`src/rtl/mem_port_arbiter_if.sv`:
```
// Bundle of the fetch, data, loader and memory-macro signals around the shared
// memory port arbiter.
interface mem_port_arbiter_if #(
  parameter int AW = 32,
  parameter int DW = 32
) ();
  // Handshake: a requester raises *_req with stable address/data and holds them
  // until the matching *_gnt is high in the same cycle. The grant cycle is the
  // transfer cycle. Read data returns later as a one-cycle *_rvalid pulse. A
  // request dropped before its grant is simply never served.
  logic          if_req;
  logic [AW-1:0] if_addr;
  logic          if_gnt;
  logic          if_rvalid;
  logic [DW-1:0] if_rdata;

  logic          dm_req;
  logic          dm_we;
  logic [AW-1:0] dm_addr;
  logic [DW-1:0] dm_wdata;
  logic [3:0]    dm_be;
  logic          dm_gnt;
  logic          dm_rvalid;
  logic [DW-1:0] dm_rdata;

  logic          ld_req;
  logic [AW-1:0] ld_addr;
  logic [DW-1:0] ld_wdata;
  logic          ld_gnt;

  logic          cpu_hold;
  logic          if_stall;
  logic          dm_stall;

  logic          mem_en;
  logic          mem_we;
  logic [3:0]    mem_be;
  logic [AW-1:0] mem_addr;
  logic [DW-1:0] mem_wdata;
  logic [DW-1:0] mem_rdata;

  modport slave (
    input  if_req, if_addr, dm_req, dm_we, dm_addr, dm_wdata, dm_be,
           ld_req, ld_addr, ld_wdata, mem_rdata,
    output if_gnt, if_rvalid, if_rdata, dm_gnt, dm_rvalid, dm_rdata, ld_gnt,
           cpu_hold, if_stall, dm_stall,
           mem_en, mem_we, mem_be, mem_addr, mem_wdata
  );

  modport master (
    output if_req, if_addr, dm_req, dm_we, dm_addr, dm_wdata, dm_be,
           ld_req, ld_addr, ld_wdata, mem_rdata,
    input  if_gnt, if_rvalid, if_rdata, dm_gnt, dm_rvalid, dm_rdata, ld_gnt,
           cpu_hold, if_stall, dm_stall,
           mem_en, mem_we, mem_be, mem_addr, mem_wdata
  );
endinterface

```
`src/rtl/mem_port_arbiter.sv`:
```
// Arbitrates one single-port memory between fetch, data-memory and loader,
// sequencing reads against the macro's fixed read latency.
module mem_port_arbiter #(
  parameter int AW         = 32,
  parameter int DW         = 32,
  parameter int RD_LAT     = 2,
  parameter int STARVE_MAX = 4,
  localparam int SW        = $clog2(STARVE_MAX + 1)
) (
  input  logic              clk,
  input  logic              reset,
  mem_port_arbiter_if.slave bus,
  output logic              dbg_state,
  output logic [2:0]        dbg_lat_cnt,
  output logic [SW-1:0]     dbg_starve_cnt
);

  typedef enum logic {S_IDLE, S_RBUSY} state_e;
  typedef enum logic {OWN_IF, OWN_DM} owner_e;

  state_e        state_q, state_d;
  owner_e        owner_q, owner_d;
  logic [2:0]    lat_q, lat_d;
  logic [SW-1:0] starve_q, starve_d;
  logic [DW-1:0] if_rdata_q, dm_rdata_q;
  logic [AW-1:0] gnt_addr;
  logic [DW-1:0] gnt_wdata;
  logic          starve_win;
  logic          busy_if, busy_dm;

  // Fetch overrides data only once data has won STARVE_MAX times in a row.
  assign starve_win = bus.if_req && (starve_q == SW'(STARVE_MAX));
  assign busy_if    = (state_q == S_RBUSY) && (owner_q == OWN_IF);
  assign busy_dm    = (state_q == S_RBUSY) && (owner_q == OWN_DM);

  always_comb begin
    state_d       = state_q;
    owner_d       = owner_q;
    lat_d         = lat_q;
    starve_d      = starve_q;
    gnt_addr      = '0;
    gnt_wdata     = '0;
    bus.if_gnt    = 1'b0;
    bus.dm_gnt    = 1'b0;
    bus.ld_gnt    = 1'b0;
    bus.if_rvalid = 1'b0;
    bus.dm_rvalid = 1'b0;
    bus.mem_en    = 1'b0;
    bus.mem_we    = 1'b0;
    bus.mem_be    = 4'h0;
    bus.if_rdata  = if_rdata_q;
    bus.dm_rdata  = dm_rdata_q;

    case (state_q)
      S_IDLE: begin
        // Grants are gated by reset so every output is quiet while held in reset.
        if (reset) begin
          if (bus.ld_req) begin
            bus.ld_gnt = 1'b1;
            bus.mem_en = 1'b1;
            bus.mem_we = 1'b1;
            bus.mem_be = 4'hF;
            gnt_addr   = bus.ld_addr;
            gnt_wdata  = bus.ld_wdata;
          end else if (bus.dm_req && !starve_win) begin
            bus.dm_gnt = 1'b1;
            bus.mem_en = 1'b1;
            bus.mem_we = bus.dm_we;
            gnt_addr   = bus.dm_addr;
            if (bus.dm_we) begin
              bus.mem_be = bus.dm_be;
              gnt_wdata  = bus.dm_wdata;
            end else begin
              bus.mem_be = 4'hF;
              state_d    = S_RBUSY;
              lat_d      = 3'd1;
              owner_d    = OWN_DM;
            end
          end else if (bus.if_req) begin
            bus.if_gnt = 1'b1;
            bus.mem_en = 1'b1;
            bus.mem_be = 4'hF;
            gnt_addr   = bus.if_addr;
            state_d    = S_RBUSY;
            lat_d      = 3'd1;
            owner_d    = OWN_IF;
          end
        end
      end
      S_RBUSY: begin
        if (lat_q == 3'(RD_LAT)) begin
          if (owner_q == OWN_IF) begin
            bus.if_rvalid = 1'b1;
            bus.if_rdata  = bus.mem_rdata;
          end else begin
            bus.dm_rvalid = 1'b1;
            bus.dm_rdata  = bus.mem_rdata;
          end
          state_d = S_IDLE;
          lat_d   = 3'd0;
        end else begin
          lat_d = lat_q + 3'd1;
        end
      end
    endcase

    if (!bus.if_req || bus.if_gnt) begin
      starve_d = '0;
    end else if (bus.dm_gnt && (starve_q != SW'(STARVE_MAX))) begin
      starve_d = starve_q + SW'(1);
    end

    bus.mem_addr  = gnt_addr;
    bus.mem_wdata = gnt_wdata;
    bus.cpu_hold  = reset && bus.ld_req;
    bus.if_stall  = reset && (bus.if_req || busy_if) && !bus.if_rvalid;
    // A data write is done in its grant cycle; a data read only at its rvalid.
    bus.dm_stall  = reset && ((bus.dm_req && !(bus.dm_gnt && bus.dm_we)) || busy_dm)
                    && !bus.dm_rvalid;
  end

  always_ff @(posedge clk or negedge reset) begin
    if (!reset) begin
      state_q    <= S_IDLE;
      owner_q    <= OWN_IF;
      lat_q      <= 3'd0;
      starve_q   <= '0;
      if_rdata_q <= '0;
      dm_rdata_q <= '0;
    end else begin
      state_q  <= state_d;
      owner_q  <= owner_d;
      lat_q    <= lat_d;
      starve_q <= starve_d;
      if (bus.if_rvalid) if_rdata_q <= bus.mem_rdata;
      if (bus.dm_rvalid) dm_rdata_q <= bus.mem_rdata;
    end
  end

  assign dbg_state      = state_q;
  assign dbg_lat_cnt    = lat_q;
  assign dbg_starve_cnt = starve_q;

endmodule

```
`src/flat_wrapper.sv`:
```
// flat-port wrapper written by rule: the top's interface ports become plain ports
module mem_port_arbiter_flat 
#(
  parameter int AW         = 32,
  parameter int DW         = 32,
  parameter int RD_LAT     = 2,
  parameter int STARVE_MAX = 4,
  localparam int SW        = $clog2(STARVE_MAX + 1)
)
  (clk, reset, dbg_state, dbg_lat_cnt, dbg_starve_cnt, bus_if_req, bus_if_addr, bus_dm_req, bus_dm_we, bus_dm_addr, bus_dm_wdata, bus_dm_be, bus_ld_req, bus_ld_addr, bus_ld_wdata, bus_mem_rdata, bus_if_gnt, bus_if_rvalid, bus_if_rdata, bus_dm_gnt, bus_dm_rvalid, bus_dm_rdata, bus_ld_gnt, bus_cpu_hold, bus_if_stall, bus_dm_stall, bus_mem_en, bus_mem_we, bus_mem_be, bus_mem_addr, bus_mem_wdata);
  mem_port_arbiter_if #(.AW(AW), .DW(DW)) bus_i ();
  input  logic clk;
  input  logic reset;
  output logic dbg_state;
  output logic [2:0] dbg_lat_cnt;
  output logic [SW-1:0] dbg_starve_cnt;
  input wire logic [$bits(bus_i.if_req)-1:0] bus_if_req;
  input wire logic [$bits(bus_i.if_addr)-1:0] bus_if_addr;
  input wire logic [$bits(bus_i.dm_req)-1:0] bus_dm_req;
  input wire logic [$bits(bus_i.dm_we)-1:0] bus_dm_we;
  input wire logic [$bits(bus_i.dm_addr)-1:0] bus_dm_addr;
  input wire logic [$bits(bus_i.dm_wdata)-1:0] bus_dm_wdata;
  input wire logic [$bits(bus_i.dm_be)-1:0] bus_dm_be;
  input wire logic [$bits(bus_i.ld_req)-1:0] bus_ld_req;
  input wire logic [$bits(bus_i.ld_addr)-1:0] bus_ld_addr;
  input wire logic [$bits(bus_i.ld_wdata)-1:0] bus_ld_wdata;
  input wire logic [$bits(bus_i.mem_rdata)-1:0] bus_mem_rdata;
  output wire logic [$bits(bus_i.if_gnt)-1:0] bus_if_gnt;
  output wire logic [$bits(bus_i.if_rvalid)-1:0] bus_if_rvalid;
  output wire logic [$bits(bus_i.if_rdata)-1:0] bus_if_rdata;
  output wire logic [$bits(bus_i.dm_gnt)-1:0] bus_dm_gnt;
  output wire logic [$bits(bus_i.dm_rvalid)-1:0] bus_dm_rvalid;
  output wire logic [$bits(bus_i.dm_rdata)-1:0] bus_dm_rdata;
  output wire logic [$bits(bus_i.ld_gnt)-1:0] bus_ld_gnt;
  output wire logic [$bits(bus_i.cpu_hold)-1:0] bus_cpu_hold;
  output wire logic [$bits(bus_i.if_stall)-1:0] bus_if_stall;
  output wire logic [$bits(bus_i.dm_stall)-1:0] bus_dm_stall;
  output wire logic [$bits(bus_i.mem_en)-1:0] bus_mem_en;
  output wire logic [$bits(bus_i.mem_we)-1:0] bus_mem_we;
  output wire logic [$bits(bus_i.mem_be)-1:0] bus_mem_be;
  output wire logic [$bits(bus_i.mem_addr)-1:0] bus_mem_addr;
  output wire logic [$bits(bus_i.mem_wdata)-1:0] bus_mem_wdata;
  assign bus_i.if_req = bus_if_req;
  assign bus_i.if_addr = bus_if_addr;
  assign bus_i.dm_req = bus_dm_req;
  assign bus_i.dm_we = bus_dm_we;
  assign bus_i.dm_addr = bus_dm_addr;
  assign bus_i.dm_wdata = bus_dm_wdata;
  assign bus_i.dm_be = bus_dm_be;
  assign bus_i.ld_req = bus_ld_req;
  assign bus_i.ld_addr = bus_ld_addr;
  assign bus_i.ld_wdata = bus_ld_wdata;
  assign bus_i.mem_rdata = bus_mem_rdata;
  assign bus_if_gnt = bus_i.if_gnt;
  assign bus_if_rvalid = bus_i.if_rvalid;
  assign bus_if_rdata = bus_i.if_rdata;
  assign bus_dm_gnt = bus_i.dm_gnt;
  assign bus_dm_rvalid = bus_i.dm_rvalid;
  assign bus_dm_rdata = bus_i.dm_rdata;
  assign bus_ld_gnt = bus_i.ld_gnt;
  assign bus_cpu_hold = bus_i.cpu_hold;
  assign bus_if_stall = bus_i.if_stall;
  assign bus_dm_stall = bus_i.dm_stall;
  assign bus_mem_en = bus_i.mem_en;
  assign bus_mem_we = bus_i.mem_we;
  assign bus_mem_be = bus_i.mem_be;
  assign bus_mem_addr = bus_i.mem_addr;
  assign bus_mem_wdata = bus_i.mem_wdata;
  mem_port_arbiter #(.AW(AW), .DW(DW), .RD_LAT(RD_LAT), .STARVE_MAX(STARVE_MAX)) u_core (.clk(clk), .reset(reset), .bus(bus_i), .dbg_state(dbg_state), .dbg_lat_cnt(dbg_lat_cnt), .dbg_starve_cnt(dbg_starve_cnt));
endmodule
```
`config.mk`:
```
export PLATFORM = sky130hd
export DESIGN_NAME = mem_port_arbiter_flat
export DESIGN_NICKNAME = d
export VERILOG_FILES = /design/src/rtl/mem_port_arbiter_if.sv /design/src/rtl/mem_port_arbiter.sv /design/src/flat_wrapper.sv
export SDC_FILE = /design/constraint.sdc
export NUM_CORES = 1
export LEC_CHECK = 0
export ABC_AREA = 1
export ABC_CLOCK_PERIOD_IN_PS = 4100
export CORE_AREA = 10 10 128 130
export DETAILED_ROUTE_END_ITERATION = 10
export DIE_AREA = 0 0 138 140
export PLACE_DENSITY_LB_ADDON = 0.25
export RECOVER_POWER = 100
export SYNTH_ARGS = -nofsm -noshare
export SYNTH_HDL_FRONTEND = slang
export SYNTH_SLANG_ARGS = --single-unit
export TNS_END_PERCENT = 30
```
`constraint.sdc`:
```
create_clock -name clk -period 4.1 [get_ports clk]
set_clock_uncertainty 0.1 [all_clocks]
set_input_delay 0.615 -clock clk [delete_from_list [all_inputs] [get_ports clk]]
set_output_delay 0.615 -clock clk [all_outputs]
set_load 0.05 [all_outputs]
```
Word-level counts from Yosys, hierarchy flattened
Index checks and enable logic that the tools add are counted.
{"block": "word_totals", "reg_bits": 72, "in_bits": 202, "elab_cells": 109}
{"block": "classes", "add_sub_neg": 2, "eq_ne": 8, "mux": 66, "n_bitwise": 3, "n_reduce_logical": 24}
{"op": "32-bit 2-to-1 mux", "count": 16}
{"op": "1-bit 2-to-1 mux", "count": 34}
{"op": "3-bit 2-to-1 mux", "count": 8}
{"op": "4-bit 2-to-1 mux", "count": 6}
{"op": "1-bit logical AND", "count": 12}
{"op": "3-bit by 1-bit adder with 3-bit output (second input constant)", "count": 2}
{"op": "2-bit != test (second input constant)", "count": 3}
{"op": "3-bit != test (second input constant)", "count": 2}
{"op": "3-bit one-hot mux with 2 select lines", "count": 1}
{"op": "1-bit logical NOT", "count": 5}
{"op": "5-bit AND reduction", "count": 1}
{"op": "4-bit AND reduction", "count": 1}
{"op": "2-bit nonzero test", "count": 2}
{"op": "3-bit by 2-bit equality test with 1-bit output (second input constant)", "count": 1}
{"op": "3-bit equality test (second input constant)", "count": 1}
{"op": "1-bit logical OR", "count": 3}
{"op": "3-bit by 2-bit != test with 1-bit output (second input constant)", "count": 1}
{"op": "1-bit NOT", "count": 3}
{"op": "1-bit one-hot mux with 2 select lines", "count": 1}

Logic depth before layout (Yosys ltp)
{"block": "depth", "word_depth": 14, "ltp_mapped": 10, "ltp_nobuf": 9}

Least setup slack after synthesis
Ideal clock, no wire load.
{"block": "synth_path", "path_kind": "register to output", "startpoint": "reg u_core.state_q (netlist: u_core.dbg_state)", "endpoint": "out bus_if_rdata[10]", "arrival_time_ps": 2392, "t_required_ps": 3385, "setup_slack_ps": 993, "path_stages_with_launch": 6, "cell_sequence": "dfrtp_1 inv_2 nor2_2 nand2_2 clkbuf_1 o21ai_0"}
{"block": "synth_via", "elab_chain_cells": 1}
{"element": "from (decl)", "line_no": "mem_port_arbiter.sv:21", "rtl": "state_e state_q, state_d;"}
{"element": "from (signal assigned)", "line_no": "mem_port_arbiter.sv:131", "rtl": "state_q <= state_d;"}
{"element": "32-bit 2-to-1 mux", "line_no": "mem_port_arbiter.sv:54", "rtl": "case (state_q)"}
{"element": "to (decl)", "line_no": "flat_wrapper.sv:30", "rtl": "output wire logic [$bits(bus_i.if_rdata)-1:0] bus_if_rdata;"}
Every way passes these cells.

Worst setup path after layout
{"block": "layout_path", "startpoint": "in bus_if_req", "endpoint": "out bus_mem_be[2]"}
{"block": "layout_via", "elab_chain_cells": 7}
{"element": "from (decl)", "line_no": "flat_wrapper.sv:17", "rtl": "input wire logic [$bits(bus_i.if_req)-1:0] bus_if_req;"}
{"element": "1-bit logical AND", "line_no": "mem_port_arbiter.sv:32", "rtl": "assign starve_win = bus.if_req && (starve_q == SW'(STARVE_MAX));"}
{"element": "1-bit logical NOT", "line_no": "mem_port_arbiter.sv:65", "rtl": "end else if (bus.dm_req && !starve_win) begin"}
{"element": "1-bit logical AND", "line_no": "mem_port_arbiter.sv:65"}
{"element": "4-bit 2-to-1 mux (*)", "line_no": "mem_port_arbiter.sv:65"}
{"element": "4-bit 2-to-1 mux (*)", "line_no": "mem_port_arbiter.sv:58", "rtl": "if (bus.ld_req) begin"}
{"element": "4-bit 2-to-1 mux (*)", "line_no": "mem_port_arbiter.sv:57", "rtl": "if (reset) begin"}
{"element": "4-bit 2-to-1 mux (*)", "line_no": "mem_port_arbiter.sv:54"}
{"element": "to (decl)", "line_no": "flat_wrapper.sv:40", "rtl": "output wire logic [$bits(bus_i.mem_be)-1:0] bus_mem_be;"}
Mark *: on every way between the ends. The rest lies on a longest branch, timed or not.

==> metrics list <==
- Met3 track demand over resource: 0.0794
- STA classifies the critical path endpoint as an output port.
- For this run, design rule violations remaining after detail routing come to 0.
* Layout Cell Area excl Fill: ~0.009 sq mm
- The share of total power dissipated in sequential elements is 0.192.
- Worst setup path endpoint: bus_mem_be[2]
* Post-synthesis sequential area ratio: 0.371
* Combinational group share of total power: 0.673
- Number of synthesized register bits: just over 70
- Synthesis handed over a netlist of 764 instances.
- Width of the die: between 100 and 150 microns
- Relative to the synthesized area, the layout overhead comes to 85.7%.
* Top library cells by usage in the layout, fill and taps aside: sky130_fd_sc_hd__nand2_1 (258), sky130_fd_sc_hd__clkdlybuf4s50_1 (199), sky130_fd_sc_hd__o21ai_0 (160)
- Worst hold path class: in -> async
- Data required time of the worst path: about 3.4 ns
- Clock tree synthesis found a total of just over 70 sinks.
- Of the cells placed in the final design, the portion with a size suffix greater than 1 is 0.0769.
- Status: complete, but fails checks
* Drt initial violations: between 400 and 500
- Clock-pin slew was measured on the worst setup and hold paths at about 0.06 ns.
* Number of pins exceeding their max-slew limit in the final report: 68
- In the final routed layout, each cell accounts on average for roughly 17 microns.
- Crit path time final: 3.68 ns
- The finished layout holds ~1,300 standard cells, fillers aside.
- Vertical die dimension: between 100 and 150 microns
- Post-route ant nets: 0
- Switching share of power: 0.529
- roughly 350 I/O pins were placed.
- Critical path type: in -> out
- The Yosys step of the flow raised 0 warnings.
- Insertion delay of the later-clocked pin in the worst-skew pair: roughly 0.33 ns
* Final-report hold violation count: 0
* Mean post-synth cell area: ~6.4 sq um
* Number of global-route vias before repair: approximately 5,800
- The count of buffers added on input and output ports is 350.
* Net switching component of the power: about 3.2 mW
- In this run the post-CTS setup repair buffer count came out at 0.
- For the worst flop-to-flop path, the logic depth is 9.
* Placement-stage cell area: between 0.009 and 0.01 sq mm
- Critical Path Start Type: input pin
- Number of antenna violations at the first check in global routing: 0
- Clock tree from TritonCTS: done
* Achievable frequency: about 270 MHz
- Post-synth net total: around 970
- TritonCTS buffer count: 9
- Largest fanout on the critical path: 37
- Of the total power, the clock network draws 0.135.
* Area of the mapped netlist: between 0.004 and 0.005 sq mm
- For this block, the via count after detailed routing is roughly 6,000.
- Internal Power: slightly below 3 mW
- 0 antenna diodes ended up in the layout.
- Crit Reg-Reg Startpoint: u_core.dbg_starve_cnt[0]$_DFFE_PN0P_
* Count of instances resized after the clock tree is built: 0
* Worst reg2reg path endpoint: u_core.dbg_starve_cnt[2]$_DFFE_PN0P_
- Worst Setup Slack, final: around 0.42 ns
* Overall routed net length: 22,300 microns
- The H-tree was split into 3 levels.
- Failing checks: max-capacitance violations, max-slew violations
* Setup repair after global routing missed its margin: false
- The total overflow left after global routing is 0.
- Leakage: 4.24 nW
- R2R Setup Slk: between 1.5 and 2 ns
- Before CTS, the worst setup slack after placement is roughly 0.8 ns.
- For the worst setup path, the data arrival time is between 2 and 3 ns.
* Number of vias per cell: approximately 4.7
* Final count of negative-setup-slack endpoints: 0
- Most used routing layer: met2
* Last weighted congestion value of the routability-driven placer: between 0.9 and 1
- The floorplan has 43 rows.
- Entering global routing, the biggest net connects 98 pins.
- The filler cells instantiated in the layout total 1,229.
- Global-route met1 utilization: 0.231
- Placed wire-length estimate: roughly 18,000 microns
- Across the run, the number of max-cap violations was 1.
- Max transition margin: -0.0837
* Post-CTS Hold Fix Bufs: 0
- In this run, placement finished with an instance count of roughly 1,300.
* Worst setup path startpoint: bus_if_req
- The first global-routing pass estimated 33,600 microns of wire.
- GR Util All Layers: 0.215
* Number of search-and-repair iterations in the first detailed-routing pass: 4
- Fin crit share: 0.897
- The library cell used most frequently in the layout, excluding fill and tap cells, is sky130_fd_sc_hd__nand2_1.
- The number of different library cells used by synthesis comes to 24.
* Slew of the pin with the lowest slew margin: 1.63 ns
- Power density over the cells: between 600 and 700 mW/mm^2
- Buffer type at the clock tree root: sky130_fd_sc_hd__clkbuf_16
* Setup TNS: 0 ns
- Final #Nets: about 1,300
* Global routing met2 resource utilization: 0.394
* Floorplan core area: about 0.014 sq mm
- Largest vdd supply drop: between 0.3 and 0.4 mV
- Die area: slightly below 0.02 sq mm
* Starting Density: 0.353
- Max Buffers Root-to-Sink: 2
-- synthesized netlist by cell type, drive strengths merged --
master,number,share of area
a21oi,5,0.0052
nand4,1,0.0013
nor2,103,0.082
o21bai,1,0.0015
buf,23,0.041
xor2,3,0.0054
ha,2,0.0052
inv,54,0.042
a31oi,1,0.0013
o21ai,164,0.17
clkbuf,27,0.021
nand3,48,0.053
dfrtp,72,0.37
nor3,1,0.0010
nand2,259,0.20
-- cell families after synthesis --
| logic type | share of synthesized area |
|---|---|
| compound gates | 0.177 |
| xor+xnor | 0.00541 |
| fa+ha+maj | 0.00515 |
| buf+inv | 0.103 |
| flops | 0.371 |
| simple gates | 0.338 |
-- sequential cells by signal, indices dropped and copies added, names as in the netlist --
signal,flops
u_core.dm_rdata_q,32
u_core.if_rdata_q,32
u_core.dbg_lat_cnt,3
u_core.owner_q,1
u_core.dbg_state,1
u_core.dbg_starve_cnt,3
-- worst min path at each step --
| stage | from | to | slack, ns | depth (start not counted) |
|---|---|---|---|---|
| final | reset | u_core.dbg_state$_DFF_PN0_ | 0.19 | 1 |
| after CTS | reset | u_core.dbg_lat_cnt[0]$_DFFE_PN0P_ | 0.01 | 1 |
| after global routing | reset | u_core.dbg_state$_DFF_PN0_ | 0.22 | 1 |
| after detailed placement | reset | u_core.dbg_lat_cnt[0]$_DFFE_PN0P_ | 0.36 | 1 |
| after global placement | reset | u_core.dbg_lat_cnt[0]$_DFFE_PN0P_ | 0.36 | 1 |
| after floorplan | reset | u_core.dbg_lat_cnt[0]$_DFFE_PN0P_ | 0.22 | 0 |
-- cell type report --
cell class | count | area [sq um] | share of cell area
multi-input cells | 588 | 2540 | 0.282
repair buffers | 362 | 3930 | 0.436
flip-flops and latches | 72 | 1800 | 0.200
clock buffers | 9 | 225 | 0.0250
inverters | 54 | 203 | 0.0225
well taps | 180 | 225 | 0.0250
clock inverters | 7 | 95.1 | 0.0105
-- metal layers --
| metal | up-vias | part of all wire |
|---|---|---|
| li1 | 3073 | - |
| met1 | 2721 | 0.38 |
| met2 | 226 | 0.52 |
| met3 | 17 | 0.085 |
| met4 | 0 | 0.013 |
| met5 | - | 0 |
-- worst max-delay path, stage by stage --
cell	delay [ns]
sky130_fd_sc_hd__dlygate4sd3_1	0.56
sky130_fd_sc_hd__buf_4	0.38
sky130_fd_sc_hd__inv_1	0.15
sky130_fd_sc_hd__nand2_1	0.28
sky130_fd_sc_hd__nand2_1	0.24
sky130_fd_sc_hd__nand3_1	0.12
sky130_fd_sc_hd__nand2_1	0.07
sky130_fd_sc_hd__inv_1	0.07
sky130_fd_sc_hd__clkbuf_1	0.47
-- power by group through the flow --
stage          sequential [mW]  combinational, mW  clock, mW
2_1_floorplan             1.23               2.62          0
3_3_place_gp              1.18               4.39          0
3_5_place_dp              1.19               4.44          0
4_1_cts                   1.18               4.45      0.844
5_1_grt                   1.21               4.37      0.881
6_report                  1.18               4.12      0.827
-- per-stage QoR --
stage / hold WS (ns) / util / total power, mW
2_1_floorplan: 0.219 / - / 3.85
3_3_place_gp: 0.356 / 0.663 / 5.57
3_5_place_dp: 0.364 / 0.663 / 5.63
4_1_cts: 0.0113 / 0.686 / 6.47
5_1_grt: 0.223 / 0.655 / 6.47
6_report: 0.187 / 0.655 / 6.12
No activity file was read; power rests on OpenSTA's default activity.
